$ cat config.mk
export PLATFORM = sky130hd
export DESIGN_NAME = sync_fifo_param
export DESIGN_NICKNAME = d
export VERILOG_FILES = /design/src/rtl/sync_fifo_pkg.sv /design/src/rtl/sync_fifo_ram.sv /design/src/rtl/sync_fifo_param.sv
export SDC_FILE = /design/constraint.sdc
export NUM_CORES = 1
export LEC_CHECK = 0
export ABC_AREA = 1
export CORE_ASPECT_RATIO = 1.2
export CORE_MARGIN = 2
export CORE_UTILIZATION = 63
export DETAILED_ROUTE_END_ITERATION = 6
export DONT_BUFFER_PORTS = 1
export GPL_ROUTABILITY_DRIVEN = 0
export GPL_TIMING_DRIVEN = 0
export PLACE_DENSITY = 0.79
export SETUP_SLACK_MARGIN = 0.05
export SLEW_MARGIN = 20
export SYNTH_ARGS = -nofsm -noshare
export SYNTH_HDL_FRONTEND = slang
export SYNTH_SLANG_ARGS = --single-unit
$ cat constraint.sdc
create_clock -name clk -period 4.6 [get_ports clk]
set_input_delay 0.23 -clock clk [delete_from_list [all_inputs] [get_ports clk]]
set_output_delay 0.23 -clock clk [all_outputs]
set_load 0.01 [all_outputs]
$ cat src/rtl/sync_fifo_pkg.sv
// sync_fifo_pkg: shared constants and elaboration helpers for sync_fifo_param.
//   clog2()       - constant ceil(log2(n)), used to derive ADDR_W
//   is_pow2()     - power-of-two test for DEPTH
//   cfg_ok()      - full parameter legality check used at elaboration
//   DEF_DATA_W / DEF_DEPTH - default geometry
package sync_fifo_pkg;

    localparam int DEF_DATA_W = 32;
    localparam int DEF_DEPTH  = 8;

    function automatic int clog2(input int n);
        int r;
        r = 0;
        for (int i = 0; i < 32; i++) begin
            if ((1 << r) < n) r = r + 1;
        end
        return r;
    endfunction

    function automatic bit is_pow2(input int n);
        return (n > 0) && ((n & (n - 1)) == 0);
    endfunction

    function automatic bit cfg_ok(input int data_w, input int depth,
                                  input int af, input int ae);
        return (data_w >= 1) && (depth >= 2) && is_pow2(depth) &&
               (af >= 0) && (af <= depth) && (ae >= 0) && (ae <= depth);
    endfunction

endpackage

$ cat src/rtl/sync_fifo_ram.sv
// sync_fifo_ram: simple dual-port storage for sync_fifo_param.
// Optional feature macro: SYNC_FIFO_FWFT_EN (combinational read port).
// Ports:
//   clk           clock, rising edge
//   rst           synchronous active-high reset (clears the read register only)
//   we/waddr/wdata synchronous write port
//   re/raddr      read port; re loads the read register (standard mode)
//   rdata         read data: registered (standard) or mem[raddr] (FWFT)
// The array itself is never reset.
module sync_fifo_ram #(
    parameter int DATA_W = 32,
    parameter int DEPTH  = 8,
    parameter int ADDR_W = 3
) (
    input  logic              clk,
    input  logic              rst,
    input  logic              we,
    input  logic [ADDR_W-1:0] waddr,
    input  logic [DATA_W-1:0] wdata,
    input  logic              re,
    input  logic [ADDR_W-1:0] raddr,
    output logic [DATA_W-1:0] rdata
);

    logic [DATA_W-1:0] mem_q [DEPTH];

    always_ff @(posedge clk) begin
        if (we) mem_q[waddr] <= wdata;
    end

`ifdef SYNC_FIFO_FWFT_EN
    // Head word is visible with zero latency; re/rst have no role here.
    assign rdata = mem_q[raddr];

    logic unused_rd_ctrl;
    assign unused_rd_ctrl = rst ^ re;
`else
    logic [DATA_W-1:0] rdata_q, rdata_d;

    // Sampling mem_q before this edge's write lands gives the old word
    // when a full FIFO reads and writes the same slot.
    always_comb begin
        rdata_d = rdata_q;
        if (re) rdata_d = mem_q[raddr];
    end

    always_ff @(posedge clk) begin
        if (rst) rdata_q <= '0;
        else     rdata_q <= rdata_d;
    end

    assign rdata = rdata_q;
`endif

endmodule

$ cat src/rtl/sync_fifo_param.sv
// sync_fifo_param: parametrised single-clock FIFO with occupancy count,
// almost-full/almost-empty flags and one-cycle reject pulses.
// Optional feature macro: SYNC_FIFO_FWFT_EN (first-word-fall-through read).
// Ports:
//   clk, rst            clock; synchronous active-high reset
//   wr_en, wr_data      write request and data
//   rd_en               read request (pop / acknowledge in FWFT)
//   rd_data             read data
//   full, empty         count == DEPTH / count == 0
//   almost_full         count >= AF_LEVEL
//   almost_empty        count <= AE_LEVEL
//   count               occupancy 0..DEPTH
//   wr_err, rd_err      registered one-cycle reject pulses
module sync_fifo_param
    import sync_fifo_pkg::*;
#(
    parameter  int DATA_W   = DEF_DATA_W,
    parameter  int DEPTH    = DEF_DEPTH,
    parameter  int AF_LEVEL = DEPTH - 2,
    parameter  int AE_LEVEL = 2,
    localparam int ADDR_W   = clog2(DEPTH)
) (
    input  logic              clk,
    input  logic              rst,
    input  logic              wr_en,
    input  logic [DATA_W-1:0] wr_data,
    input  logic              rd_en,
    output logic [DATA_W-1:0] rd_data,
    output logic              full,
    output logic              empty,
    output logic              almost_full,
    output logic              almost_empty,
    output logic [ADDR_W:0]   count,
    output logic              wr_err,
    output logic              rd_err
);

    localparam bit CFG_OK = cfg_ok(DATA_W, DEPTH, AF_LEVEL, AE_LEVEL);

    if (!CFG_OK) begin : g_bad_cfg
        $error("sync_fifo_param: DEPTH must be a power of two >= 2 and AF/AE levels <= DEPTH");
    end

    localparam logic [ADDR_W:0] DEPTH_C = DEPTH[ADDR_W:0];
    localparam logic [ADDR_W:0] AF_C    = AF_LEVEL[ADDR_W:0];
    localparam logic [ADDR_W:0] AE_C    = AE_LEVEL[ADDR_W:0];

    // Extra MSB on each pointer is the wrap bit, so wr-rd covers 0..DEPTH.
    logic [ADDR_W:0] wr_ptr_q, wr_ptr_d;
    logic [ADDR_W:0] rd_ptr_q, rd_ptr_d;
    logic            wr_err_q, wr_err_d;
    logic            rd_err_q, rd_err_d;
    logic            wr_acc, rd_acc;

    assign count        = wr_ptr_q - rd_ptr_q;
    assign full         = (count == DEPTH_C);
    assign empty        = (count == '0);
    assign almost_full  = (count >= AF_C);
    assign almost_empty = (count <= AE_C);

    // A full FIFO still takes a write if a pop frees the slot this edge.
    assign wr_acc = wr_en & (~full | rd_en);
    assign rd_acc = rd_en & ~empty;

    always_comb begin
        wr_ptr_d = wr_ptr_q;
        rd_ptr_d = rd_ptr_q;
        wr_err_d = wr_en & ~wr_acc;
        rd_err_d = rd_en & ~rd_acc;
        if (wr_acc) wr_ptr_d = wr_ptr_q + 1'b1;
        if (rd_acc) rd_ptr_d = rd_ptr_q + 1'b1;
    end

    always_ff @(posedge clk) begin
        if (rst) begin
            wr_ptr_q <= '0;
            rd_ptr_q <= '0;
            wr_err_q <= 1'b0;
            rd_err_q <= 1'b0;
        end else begin
            wr_ptr_q <= wr_ptr_d;
            rd_ptr_q <= rd_ptr_d;
            wr_err_q <= wr_err_d;
            rd_err_q <= rd_err_d;
        end
    end

    assign wr_err = wr_err_q;
    assign rd_err = rd_err_q;

    sync_fifo_ram #(
        .DATA_W (DATA_W),
        .DEPTH  (DEPTH),
        .ADDR_W (ADDR_W)
    ) u_ram (
        .clk   (clk),
        .rst   (rst),
        .we    (wr_acc & ~rst),
        .waddr (wr_ptr_q[ADDR_W-1:0]),
        .wdata (wr_data),
        .re    (rd_acc & ~rst),
        .raddr (rd_ptr_q[ADDR_W-1:0]),
        .rdata (rd_data)
    );

endmodule

==> run_results.csv <==
group,metric,value,unit
timing,tightest_slew,0.767,ns
job,cap_violations,0,
placed_design,pre_cts_ws,0.256,ns
synth,synth_nets,1112,
global_route,grt_overflow,0,
pwr,p_per_area,485,mW/mm^2
routing,num_vias,8619,
cts,cts_resized,0,
timing,finalCriticalPeriod,4.40,ns
die,die_area,0.0202,mm^2
timing,fmax,0.227,GHz
synth,synth_cell_types,29,
timing,grt_setup_unrepaired,"no",
worst_setup_path,cp.arrival,4.63,ns
timing,skew,0.0145,ns
synth,netlist_instances,1070,
cts,clock_latency,0.54,ns
global_route,grt_max_degree,23,
worst_setup_path,worstSetupStartpointType,"flip-flop",
synth,syn_area,0.0120,mm^2
global_route,grt_first_pass_wirelength,45800,um
worst_setup_path,cp-end-kind,"flip-flop",
die,fp.dieH,155,um
cts,cts_buffer_depth,3,
placed_design,dpl.hpwl,18100,um
cts,cts_sinks,298,
global_route,grt_pass1_vias,8422,
timing,slew_violations,0,
global_route,antenna_found_initial,0,
worst_setup_path,worstPathRequired,4.83,ns
cells_and_area,final_layout_size_suffix_gt1_frac,0.0956,
timing,finalHoldViolCount,0,
placed_design,placed_area,0.0126,mm^2
worst_setup_path,crit_fanout,19,
synth,ys_warn_count,0,
status,run_status,"completed",
synth,yosysTopAreaCell,"edfxtp_1",
timing,period_share,0.956,
die,row_count,55,
synth,synth_compound_area_frac,0.0878,
cts,clockRootBuffer,"clkbuf_16",
cells_and_area,multi_input_area,0.00297,mm^2
die,die_w,130,um
routing,wl_per_cell,21.2,um
synth,synth_top_family_by_area,"simple AND/OR/NAND/NOR gates",
routing,ant_nets,0,
synth,ys_seq_area_frac,0.711,
synth,synth-seq-cells,298,
worst_setup_path,crit_type,"flip-flop to flip-flop",
die,io_pins,78,
synth,synth_fa_ha_area_frac,0.00688,
routing,drtIter0Drc,1205,
synth,synthXorXnorAreaFrac,0.00146,
cells_and_area,layout.nets,1191,
cells_and_area,n_antenna_cell,0,
die,initial_core_util,0.639,
routing,drc,0,
cts,clkTransAtPathRegs,0.06,ns
cells_and_area,finalInstanceArea,0.0140,mm^2
pwr,power.leakage,5.12,nW
cts,cts_tree,"done",
timing,fin_ws,0.201,ns
synth,avgSynthCellArea,11.2,um^2
cells_and_area,regArea,0.00853,mm^2
timing,max_slew_margin,0.487,
synth,synth-simple-area-share,0.147,
placed_design,port_buffers,0,
cells_and_area,fin_util,0.744,
routing,routed_wl,30300,um
routing,routed_via_density,6.04,
global_route,grt_use_total,0.300,
synth,muxShareOfSynthArea,0,
cts,cts_inserted_buffers,28,
timing,holdWs,0.0933,ns
cells_and_area,num-fill-cells,1148,
synth,synth_area_leaders,"edfxtp_1, nor2_1, dfxtp_1",
cts,htree_levels,1,
timing,setup_viol,0,
min_path,hold_path.class,"input pin to flip-flop",
pwr,max-vdd-ir-drop,0.427,mV
timing,tns,0,ns
cells_and_area,syn2layout_area_growth,16.5,%
die,core,0.0188,mm^2
synth,synth_top_area_share,0.641,
routing,drt_first_pass_iters,5,
-- per-stage QoR --
step	power, mW	cells
detailed placement	4.37	1335
CTS	6.76	1423
global route	7.04	1427
global placement	4.31	1326
finish	6.79	1427
floorplan	4.00	1070
-- layout by cell type (no fill, tap or decap), types with 27 or more instances in the layout --
| cell type | count |
|---|---|
| clkbuf_1 | 27 |
| dfxtp_1 | 42 |
| clkbuf_16 | 31 |
| nor2_1 | 234 |
| nand2_1 | 180 |
| o21ai_0 | 98 |
| inv_1 | 52 |
| o21ai_1 | 64 |
| edfxtp_1 | 256 |
| dlygate4sd3_1 | 36 |
| o22ai_1 | 32 |
-- worst max-delay path, stage by stage, from the launching register on --
cell and delay, ns:
dfxtp_1 0.33, clkbuf_1 0.40, inv_1 0.30, buf_1 0.41
fa_1 0.76, inv_1 0.06, nand2_1 0.13, nor2_4 0.07
nand3_1 0.10, nand3_1 0.52, nor2_4 0.73, buf_16 0.26
-- state kept, by name (all words and copies together) (netlist names) --
register,count
u_ram.mem_q,256
u_ram.rdata,32
rd_ptr_q,4
wr_ptr_q,4
rd_err,1
wr_err,1
-- final timing paths --
check	from	end	slack [ns]	cells past startpoint
setup / recovery	rd_ptr_q[1]	u_ram.mem_q[6][2]	0.20	11
hold / removal	rst	u_ram.rdata[21]	0.09	5
setup reg to reg	rd_ptr_q[1]	u_ram.mem_q[6][2]	0.20	11
hold reg to reg	u_ram.rdata[20]	u_ram.rdata[20]	0.56	4
-- repair_timing --
action	in CTS	in global routing
buffers inserted	0	4
hold buffers	36	0
hold endpoints to repair	278	0
setup endpoints to repair	0	44
-- kinds of logic (layout without fill, tap and decap cells) --
logic type	Yosys count	in the layout
and+or+nand+nor	448	448
adders and majority gates	6	6
buffers and inverters	114	215
DFF	298	298
AOI/OAI and AO/OA	202	202
xor gates and xnor gates	2	2
-- final cells by class --
cell class	instances	area share
Clock inverter	8	0.00662
Buffer	60	0.0254
Timing Repair Buffer	49	0.0455
Sequential cell	298	0.610
Clock buffer	44	0.0626
Tap cell	256	0.0229
Inverter	54	0.0146
Multi-Input combinational cell	658	0.213
-- report_power, final --
part,total (mW),switching [mW],leakage (nW),internal [mW]
Combinational,1.28,0.896,1.98,0.387
Clock,2.37,0.958,0.477,1.42
Sequential,3.13,0.0828,2.66,3.05
-- synth_stat cells --
cell / n
a211oi_1: 1
a21oi_1: 7
buf_1: 2
buf_2: 21
buf_4: 5
buf_6: 11
clkbuf_1: 19
clkbuf_2: 2
clkinv_2: 1
dfxtp_1: 42
edfxtp_1: 256
fa_1: 1
ha_1: 5
inv_1: 52
inv_2: 1
nand2_1: 180
nand2_2: 3
nand2_8: 1
nand3_1: 15
nand3_2: 1
nand3_4: 1
nor2_1: 242
nor2_4: 1
nor3_1: 3
nor4_1: 1
o21ai_0: 98
o21ai_1: 64
o22ai_1: 32
xor2_1: 2
-- routing by layer --
layer,global-route usage,wire [um],up-vias
li1,-,-,3823
met1,0.405,11300,4156
met2,0.502,15100,563
met3,0.0492,2910,77
met4,0.100,948,0
met5,0,0,-
(Power assumes the default switching activity.)
